## src/rtl/clk_mon_pkg.sv

```systemverilog
// Shared types and default constants for the clock edge monitor.
package clk_mon_pkg;

    typedef enum logic [1:0] {
        SEARCH = 2'd0,
        TRACK  = 2'd1,
        LOCKED = 2'd2,
        LOST   = 2'd3
    } state_t;

    localparam int EXPECTED_HALF_25M = 25;
    localparam int TIMEOUT_DEFAULT   = 64;

endpackage

```

## src/rtl/sync_edge_detect.sv

```systemverilog
// Two-flop synchronizer for an asynchronous level, with registered rise/fall/edge strobes.
module sync_edge_detect (
    input  logic clk,
    input  logic rst_n,
    input  logic i_async,
    output logic o_rise,
    output logic o_fall,
    output logic o_edge
);

    logic r_s1;
    logic r_s2;
    logic r_hist;
    logic r_rise;
    logic r_fall;
    logic r_edge;

    // History resets low, so an input already high at reset release yields one rise.
    always_ff @(posedge clk or negedge rst_n) begin
        if (!rst_n) begin
            r_s1   <= 1'b0;
            r_s2   <= 1'b0;
            r_hist <= 1'b0;
            r_rise <= 1'b0;
            r_fall <= 1'b0;
            r_edge <= 1'b0;
        end else begin
            // NOTE: non-blocking assignments let every flop sample the pre-edge value,
            // which is what makes this a shift chain rather than a single wire.
            r_s1   <= i_async;
            r_s2   <= r_s1;
            r_hist <= r_s2;
            r_rise <= r_s2 & ~r_hist;
            r_fall <= ~r_s2 & r_hist;
            r_edge <= r_s2 ^ r_hist;
        end
    end

    assign o_rise = r_rise;
    assign o_fall = r_fall;
    assign o_edge = r_edge;

endmodule

```

## src/rtl/clock_edge_monitor.sv

```systemverilog
// Samples a slow clock into clk, emits edge strobes, measures half-periods and tracks lock/loss.
module clock_edge_monitor
    import clk_mon_pkg::*;
#(
    parameter int EXPECTED_HALF = EXPECTED_HALF_25M,
    parameter int TOLERANCE     = 2,
    parameter int LOCK_COUNT    = 4,
    parameter int TIMEOUT       = TIMEOUT_DEFAULT,
    parameter int W             = $clog2(TIMEOUT + 1)
) (
    input  logic         clk,
    input  logic         rst_n,
    input  logic         clk_in,
    output logic         rise_stb,
    output logic         fall_stb,
    output logic [W-1:0] half_period,
    output logic         period_err,
    output logic         locked,
    output logic         clk_lost
);

    localparam int GW = $clog2(LOCK_COUNT + 1);
    localparam logic [W-1:0]  HALF_LO   = W'(EXPECTED_HALF - TOLERANCE);
    localparam logic [W-1:0]  HALF_HI   = W'(EXPECTED_HALF + TOLERANCE);
    localparam logic [W-1:0]  CNT_SAT   = W'(TIMEOUT);
    localparam logic [W-1:0]  CNT_LAST  = W'(TIMEOUT - 1);
    localparam logic [GW-1:0] GOOD_LAST = GW'(LOCK_COUNT - 1);

    if (TOLERANCE >= EXPECTED_HALF) begin : g_bad_tolerance
        $error("clock_edge_monitor: TOLERANCE must be below EXPECTED_HALF");
    end
    if (TIMEOUT <= EXPECTED_HALF + TOLERANCE) begin : g_bad_timeout
        $error("clock_edge_monitor: TIMEOUT must exceed EXPECTED_HALF+TOLERANCE");
    end
    if (LOCK_COUNT < 1) begin : g_bad_lock_count
        $error("clock_edge_monitor: LOCK_COUNT must be at least 1");
    end

    logic          w_rise;
    logic          w_fall;
    logic          w_edge;
    logic [W-1:0]  r_cnt;
    logic [GW-1:0] r_good;
    logic [W-1:0]  w_meas;
    logic          w_in_tol;
    logic          w_timeout;
    logic          w_measured;
    state_t        r_state;
    state_t        w_next_state;
    logic          w_err_nx;
    logic          w_locked_nx;
    logic          w_lost_nx;
    logic [W-1:0]  r_half;
    logic          r_err;
    logic          r_locked;
    logic          r_lost;

    sync_edge_detect u_sync (
        .clk     (clk),
        .rst_n   (rst_n),
        .i_async (clk_in),
        .o_rise  (w_rise),
        .o_fall  (w_fall),
        .o_edge  (w_edge)
    );

    // The edge cycle itself counts toward the gap, hence the +1.
    assign w_meas     = r_cnt + W'(1);
    assign w_in_tol   = (w_meas >= HALF_LO) && (w_meas <= HALF_HI);
    assign w_timeout  = !w_edge && (r_cnt == CNT_LAST);
    assign w_measured = (r_state == TRACK) || (r_state == LOCKED);

    always_ff @(posedge clk or negedge rst_n) begin
        if (!rst_n) begin
            r_cnt  <= '0;
            r_good <= '0;
        end else if (w_edge) begin
            r_cnt  <= '0;
            r_good <= (r_state == TRACK && w_in_tol) ? r_good + GW'(1) : '0;
        end else if (r_cnt != CNT_SAT) begin
            r_cnt  <= r_cnt + W'(1);
        end
    end

    always_ff @(posedge clk or negedge rst_n) begin
        if (!rst_n) r_state <= SEARCH;
        else        r_state <= w_next_state;
    end

    always_comb begin
        // NOTE: default first so no path through the case leaves the signal unassigned,
        // which would otherwise infer a latch.
        w_next_state = r_state;
        case (r_state)
            SEARCH: begin
                if (w_edge)         w_next_state = TRACK;
                else if (w_timeout) w_next_state = LOST;
            end
            TRACK: begin
                if (w_edge && w_in_tol && r_good == GOOD_LAST) w_next_state = LOCKED;
                else if (w_timeout)                             w_next_state = LOST;
            end
            LOCKED: begin
                if (w_edge && !w_in_tol) w_next_state = TRACK;
                else if (w_timeout)      w_next_state = LOST;
            end
            LOST: begin
                if (w_edge) w_next_state = TRACK;
            end
            default: w_next_state = SEARCH;
        endcase
    end

    always_comb begin
        w_err_nx    = w_edge && w_measured && !w_in_tol;
        w_locked_nx = (w_next_state == LOCKED);
        w_lost_nx   = (w_next_state == LOST);
    end

    always_ff @(posedge clk or negedge rst_n) begin
        if (!rst_n) begin
            r_half   <= '0;
            r_err    <= 1'b0;
            r_locked <= 1'b0;
            r_lost   <= 1'b0;
        end else begin
            if (w_edge && w_measured) r_half <= w_meas;
            r_err    <= w_err_nx;
            r_locked <= w_locked_nx;
            r_lost   <= w_lost_nx;
        end
    end

    assign rise_stb    = w_rise;
    assign fall_stb    = w_fall;
    assign half_period = r_half;
    assign period_err  = r_err;
    assign locked      = r_locked;
    assign clk_lost    = r_lost;

endmodule
```

## config.mk

```make
export PLATFORM = sky130hd
export DESIGN_NAME = clock_edge_monitor
export DESIGN_NICKNAME = d
export VERILOG_FILES = /design/src/rtl/clk_mon_pkg.sv /design/src/rtl/sync_edge_detect.sv /design/src/rtl/clock_edge_monitor.sv
export SDC_FILE = /design/constraint.sdc
export NUM_CORES = 1
export LEC_CHECK = 0
export CORE_MARGIN = 2
export CORE_UTILIZATION = 30
export CTS_CLUSTER_SIZE = 40
export DETAILED_ROUTE_END_ITERATION = 10
export PLACE_DENSITY_LB_ADDON = 0.25
export SYNTH_ARGS = -nofsm -noshare
export SYNTH_HDL_FRONTEND = slang
export SYNTH_HIERARCHICAL = 1
export SYNTH_SLANG_ARGS = --single-unit
export TNS_END_PERCENT = 100
```

## constraint.sdc

```tcl
create_clock -name clk -period 2.6 [get_ports clk]
set_input_delay 0.52 -clock clk [delete_from_list [all_inputs] [get_ports clk]]
set_output_delay 0.52 -clock clk [all_outputs]
set_load 0.02 [all_outputs]
```

==> results of run 1 <==
metrics by stage:
step	hold slack, ps	power [mW]	utilization [%]	worst slack, ps
after floorplan	224	0.589	-	742
after global routing	369	0.971	37.2	339
after detailed placement	339	0.662	36.0	472
final	361	0.920	37.2	469
after global placement	339	0.656	36.0	522
after CTS	364	0.930	37.2	463
cell families after synthesis:
logic type	Yosys count	synth area share [%]
AOI/OAI and AO/OA	31	15.6
xor gates and xnor gates	4	2.49
adders and majority gates	11	9.77
buffers and inverters	21	5.77
DFF	28	49.7
muxes	3	2.22
and+or+nand+nor	41	14.4
layout by cell type, fill, tap and decap left out, types with 2 or more instances in the layout:
master           count
nand2b_1             3
nand3b_1             2
nand3_1              3
dfrtp_1             28
xnor2_1              2
a32oi_1              2
a31oi_1              3
o32ai_1              2
mux2i_1              2
nor2_1              10
o21ai_0              8
nand2_1             14
clkdlybuf4s50_1     14
clkbuf_8             4
a21oi_1              5
xor2_1               2
inv_1               15
ha_1                11
power groups by stage:
| stage | logic, mW | registers [mW] | clock network [mW] |
|---|---|---|---|
| after CTS | 0.157 | 0.496 | 0.276 |
| after global routing | 0.170 | 0.501 | 0.300 |
| after floorplan | 0.0753 | 0.514 | 0 |
| after detailed placement | 0.157 | 0.505 | 0 |
| after global placement | 0.153 | 0.502 | 0 |
| final | 0.155 | 0.496 | 0.269 |
area by class of cell:
type	instances	area, um2	share of cell area [%]
Timing Repair Buffer	15	148	8.92
Multi-Input combinational cell	90	627	37.9
Sequential cell	28	701	42.3
Tap cell	52	65.1	3.93
Clock buffer	4	55.1	3.33
Inverter	16	60.1	3.63
worst min-delay path by stage:
stage / startpoint / endpoint / cells after the start
after global placement: u_sync/r_s1 / u_sync/r_s2 / 0
after CTS: u_sync/r_s1 / u_sync/r_s2 / 0
after global routing: u_sync/r_s1 / u_sync/r_s2 / 0
final: u_sync/r_s1 / u_sync/r_s2 / 0
after floorplan: rst_n / clk_lost / 0
after detailed placement: u_sync/r_s1 / u_sync/r_s2 / 0
sequential cells by signal (all words and copies together) (netlist names), 2 cells and up:
signal and cells:
r_good 3, r_cnt 7, half_period 7, r_state 2
layer usage:
layer | track usage, % | up-vias
li1 | - | 506
met1 | 15.0 | 502
met2 | 18.9 | 35
met3 | 3.33 | 6
met4 | 5.14 | 0
met5 | 0 | -
==> key figures, run 1 <==
Drt
  • Top Layer Used: met4
  • Final WL: 2700 um
  • M1 WL: 1200 um
  • DR WL met2: 1300 um
  • Vias per cell: 5.12
  • Via count: 1,049
  • Avg WL per Cell: 13.2 um
  • Met3 WL post-DR: 136 um
  • Post-DRT Antenna Nets: 0
  • First DRT Iteration DRCs: 74
  • Initial DRT Pass Iterations: 4
  • DRC: 0

Clock network
  • Clock sinks: 28
  • Post-cts hold buffer count: 0
  • Clk_lat worst skew: 270 ps
  • Clock H-tree levels: 1
  • CTS root buf: clkbuf_8
  • Num CTS Buffers: 3
  • CTS tree: done
  • Post-CTS Setup Inserts: 0
  • CTS max path bufs: 2
  • Clock Pin Slew Worst Setup and Hold Paths: 90 ps
  • Resized cells post-CTS: 0

Global routing
  • Gr ovfl total: 0
  • Vias in the first global route: 1,026
  • Largest net degree at the start of global routing: 29
  • Initial antenna violation count: 0
  • GRT Util Overall: 11.8%
  • First-pass GRT wire length: 4790 um

Critical path
  • Stages on the worst setup path: 6
  • Buffers & Inverters on Critical Path: 0
  • R2r endpoint: locked
  • R2R setup slack: 470 ps
  • Max incr delay on CP: 470 ps
  • Critical Path Source: r_cnt[0]
  • Worst path slowest cell: dfrtp_1
  • CP Max Fanout: 8
  • WP data required: 2810 ps
  • CP Cell Sequence: ha_1 -> xnor2_1 -> o211a_1 -> mux2i_1 -> o32a_1 -> and3b_1
  • CP Capture Type: flop
  • Arrival time worst endpoint: 2340 ps
  • Worst r2r src: r_cnt[0]
  • Top delay family on crit path: compound AO/OA/AOI/OAI gates
  • Setup crit end: locked
  • Worst Reg-to-Reg Cells: 6
  • Critical path class: reg -> reg
  • Critical path launch point type: flop

Yosys
  • Distinct cells, synth: 40
  • Synth top area cells: dfrtp_1 (50%), ha_1 (9.8%), inv_1 (4.0%), nand2_1 (3.7%), o21ai_0 (2.8%)
  • Ys async rst share: 100%
  • Syn Area/Cell: 10.1 um2
  • Yosys warnings: 6
  • Post-Syn Nets: 153
  • Ys flop type: dfrtp_1
  • Largest area contributor in the netlist: dfrtp_1
  • Commonest cells post-synth: dfrtp_1 (28), inv_1 (15), nand2_1 (14), ha_1 (11), nor2_1 (10)
  • Number of synthesized flops with an enable pin: 0
  • Mapped cell area: 1410 um2
  • Top cell type's share of synthesized area: 49.7%
  • Synthesis-stage register bit count: 28
  • Post-Syn Instances: 139
  • Sequential fraction of the synthesis area: 49.7%
  • Most frequent cell after synthesis: dfrtp_1

Pwr
  • Leakage: 0.755 nW
  • Sw Share: 27.2%
  • Power share of the combinational group: 16.9%
  • Sw power: 0.250 mW
  • Pwr Density: 556 nW/um2
  • Clock share of power: 29.2%
  • Internal Power: 0.670 mW
  • Max IR drop VDD: 0.272 mV
  • Reg power frac: 53.9%

Final layout
  • Final antenna diode count: 0
  • Layout fillers: 438
  • Layout cells sized above 1: 5.23%
  • Design Area, Final: 1660 um2
  • Synth-to-Final Area Change: 17.5%
  • Final net count: 168
  • Post-Layout Cell Count: 205

Placed design
  • Placed cells: 201
  • Post-DP HPWL: 1920 um
  • IO buf count: 14
  • RD Place Congestion: 0.874
  • Placed cell areas: 1600 um2

Timing
  • Slew Viols, Final: 0
  • Slew HR: 65.8%
  • TNS Setup: 0 ps
  • RSZ-0062 raised after global routing: no
  • Tmin final: 2130 ps
  • Final Hold Viols: 0
  • Worst Tran Pin Value: 514 ps
  • Fmax: 469 MHz
  • Fin Clk Skew: 4.90 ps
  • Final setup vio count: 0
  • Fin crit share: 81.9%

Worst hold path
  • Min-Delay Path Class: reg -> reg

Job
  • Max Cap Viol: 0

Die
  • Initial Utilization: 31.7%
  • Die height: 72.5 um
  • # IOs: 15
  • Die width: 72.5 um
  • Site row count: 24
  • Die area: 5260 um2
  • Core box area: 4440 um2

Status
  • Outcome: complete, no violations
No activity file was read; power rests on OpenSTA's default activity.
==> run 2: changes to the inputs <==
- clock period: 2.6 -> 1.9 ns (I/O delays scaled with it)
==> key figures, run 2 (synthesized netlist as in run 1, its figures left out) <==
Timing
  • Final Hold Viols: 0
  • Hold_ws: 366 ps
  • Tmin final: 1910 ps
  • Fin Clk Skew: 5.57 ps
  • TNS Setup: -11.4 ps
  • Fmax: 523 MHz
  • Worst Tran Pin Value: 348 ps
  • Final setup vio count: 1
  • RSZ-0062 raised after global routing: yes
  • PnR worst setup slack: -11.4 ps
  • Slew HR: 76.8%
  • Slew Viols, Final: 0
  • Fin crit share: 101%

Final layout
  • Layout cells sized above 1: 27.4%
  • FF+latch area: 704 um2
  • Commonest cells after routing, fill and taps aside: dfrtp_1 (25), buf_4 (15), nand2_1 (14), clkdlybuf4s50_1 (14), inv_1 (11)
  • Synth-to-Final Area Change: 38.3%
  • Area of the multi-input gates: 783 um2
  • Final antenna diode count: 0
  • Final net count: 183
  • Post-Layout Cell Count: 220
  • Commonest non-fill, non-tap cell in the layout: dfrtp_1
  • Layout fillers: 429

Worst hold path
  • Min-Delay Path Class: reg -> reg
  • Min-delay src: u_sync/r_s1
  • Hold path depth: 0
  • Hold endpoint: u_sync/r_s2

Clock network
  • Clock Pin Slew Worst Setup and Hold Paths: 90 ps
  • CTS tree: done
  • CTS max path bufs: 2
  • Num CTS Buffers: 3
  • Clk_lat worst skew: 280 ps
  • Clock H-tree levels: 1
  • Post-cts hold buffer count: 0
  • CTS root buf: clkbuf_8
  • Clock sinks: 28

Drt
  • Vias per cell: 4.93
  • DRC: 0
  • First DRT Iteration DRCs: 55
  • Avg WL per Cell: 13.6 um
  • Final WL: 3000 um
  • Via count: 1,084
  • Initial DRT Pass Iterations: 4
  • Post-DRT Antenna Nets: 0

Critical path
  • Worst Reg-to-Reg Cells: 6
  • Arrival time worst endpoint: 2080 ps
  • Critical path class: reg -> reg
  • Worst r2r src: r_cnt[0]
  • CP Max Fanout: 5
  • Critical path launch point type: flop
  • CP Capture Type: flop
  • R2R setup slack: -10 ps
  • R2r endpoint: locked
  • WP data required: 2070 ps

Pwr
  • Clock share of power: 31.4%
  • Internal Power: 1.09 mW
  • Leakage: 0.837 nW
  • Power consumption: 1.49 mW
  • Max IR drop VDD: 0.395 mV
  • Power share of the combinational group: 23.1%
  • Reg power frac: 45.6%
  • Sw power: 0.392 mW
  • Pwr Density: 762 nW/um2
  • Sw Share: 26.4%

Placed design
  • IO buf count: 14
  • Placed cells: 215
  • Post-DP HPWL: 2100 um
  • Dpl ws: -66.1 ps
  • RD Place Congestion: 0.894

Status
  • Failing checks: negative setup slack
  • Outcome: finished with violations

Global routing
  • GRT Util Overall: 11.9%
  • Largest net degree at the start of global routing: 29
  • First-pass GRT wire length: 4860 um
  • Vias in the first global route: 1,045
  • Gr ovfl total: 0
  • Initial antenna violation count: 0

Die
  • Die height: 72.5 um
  • Die width: 72.5 um
  • Die area: 5260 um2
  • Site row count: 24
  • # IOs: 15
  • Core box area: 4440 um2
  • Initial Utilization: 31.7%

Job
  • Max Cap Viol: 0
## run 2: cell types whose count changed in the layout (fill, tap and decap cells not counted), moves of 3 or more
cell,before,now
dfrtp_1,28,25
dfrtp_2,0,3
inv_1,15,11
ha_4,0,3
buf_4,1,15
ha_1,11,8
inv_2,0,4
## run 2: repair_timing
item                                    CTS  global route
pin swaps                                 4             6
gates resized for setup                  17            14
setup buffers                             0             1
endpoints found under the setup margin    5             6
## run 2: area by class of cell
type                       count  share of cell area (%)
multi-input combinational     90                    40.2
timing repair buffer          30                    13.6
sequential                    28                    36.2
clock buffer                   3                    2.12
inverter                      16                    3.08
tap                           52                    3.34
clock inverter                 1                    1.54
## run 2: routing by layer
metal / share of wire (%) / global-route usage, % / up-vias
met2: 48 / 19.7 / 19
met3: 3.4 / 3.06 / 6
met1: 47 / 15.1 / 526
li1: - / - / 533
met5: 0 / 0 / -
met4: 1.6 / 3.91 / 0
## run 2: worst max path at each step
stage                  start  endpoint  slack [ps]  cells after the start
floorplan           r_cnt[0]    locked          40                      6
global placement    r_cnt[1]    locked         -30                      6
detailed placement  r_cnt[1]    locked         -70                      6
CTS                 r_cnt[1]    locked           9                      6
global route        r_cnt[0]    locked         -90                      6
finish              r_cnt[0]    locked         -10                      6
## run 2: power groups by stage
stage,Sequential [mW],Clock [mW],Combinational [mW]
after floorplan,0.703,0,0.103
after global placement,0.675,0,0.270
after detailed placement,0.678,0,0.271
after CTS,0.672,0.482,0.322
after global routing,0.681,0.504,0.370
final,0.676,0.466,0.343
## run 2: per-stage QoR
stage	area, um2	utilization (%)
floorplan	1410	-
global placement	1710	38.4
detailed placement	1710	38.4
CTS	1870	42.0
global route	1950	43.8
finish	1950	43.8
## run 2: worst max-delay path: stages (launching register included)
cell and delay [ps]:
dfrtp_2 430, ha_4 220, and4b_1 210, a211o_1 260
a22oi_2 240, o32a_1 250, and3b_1 190
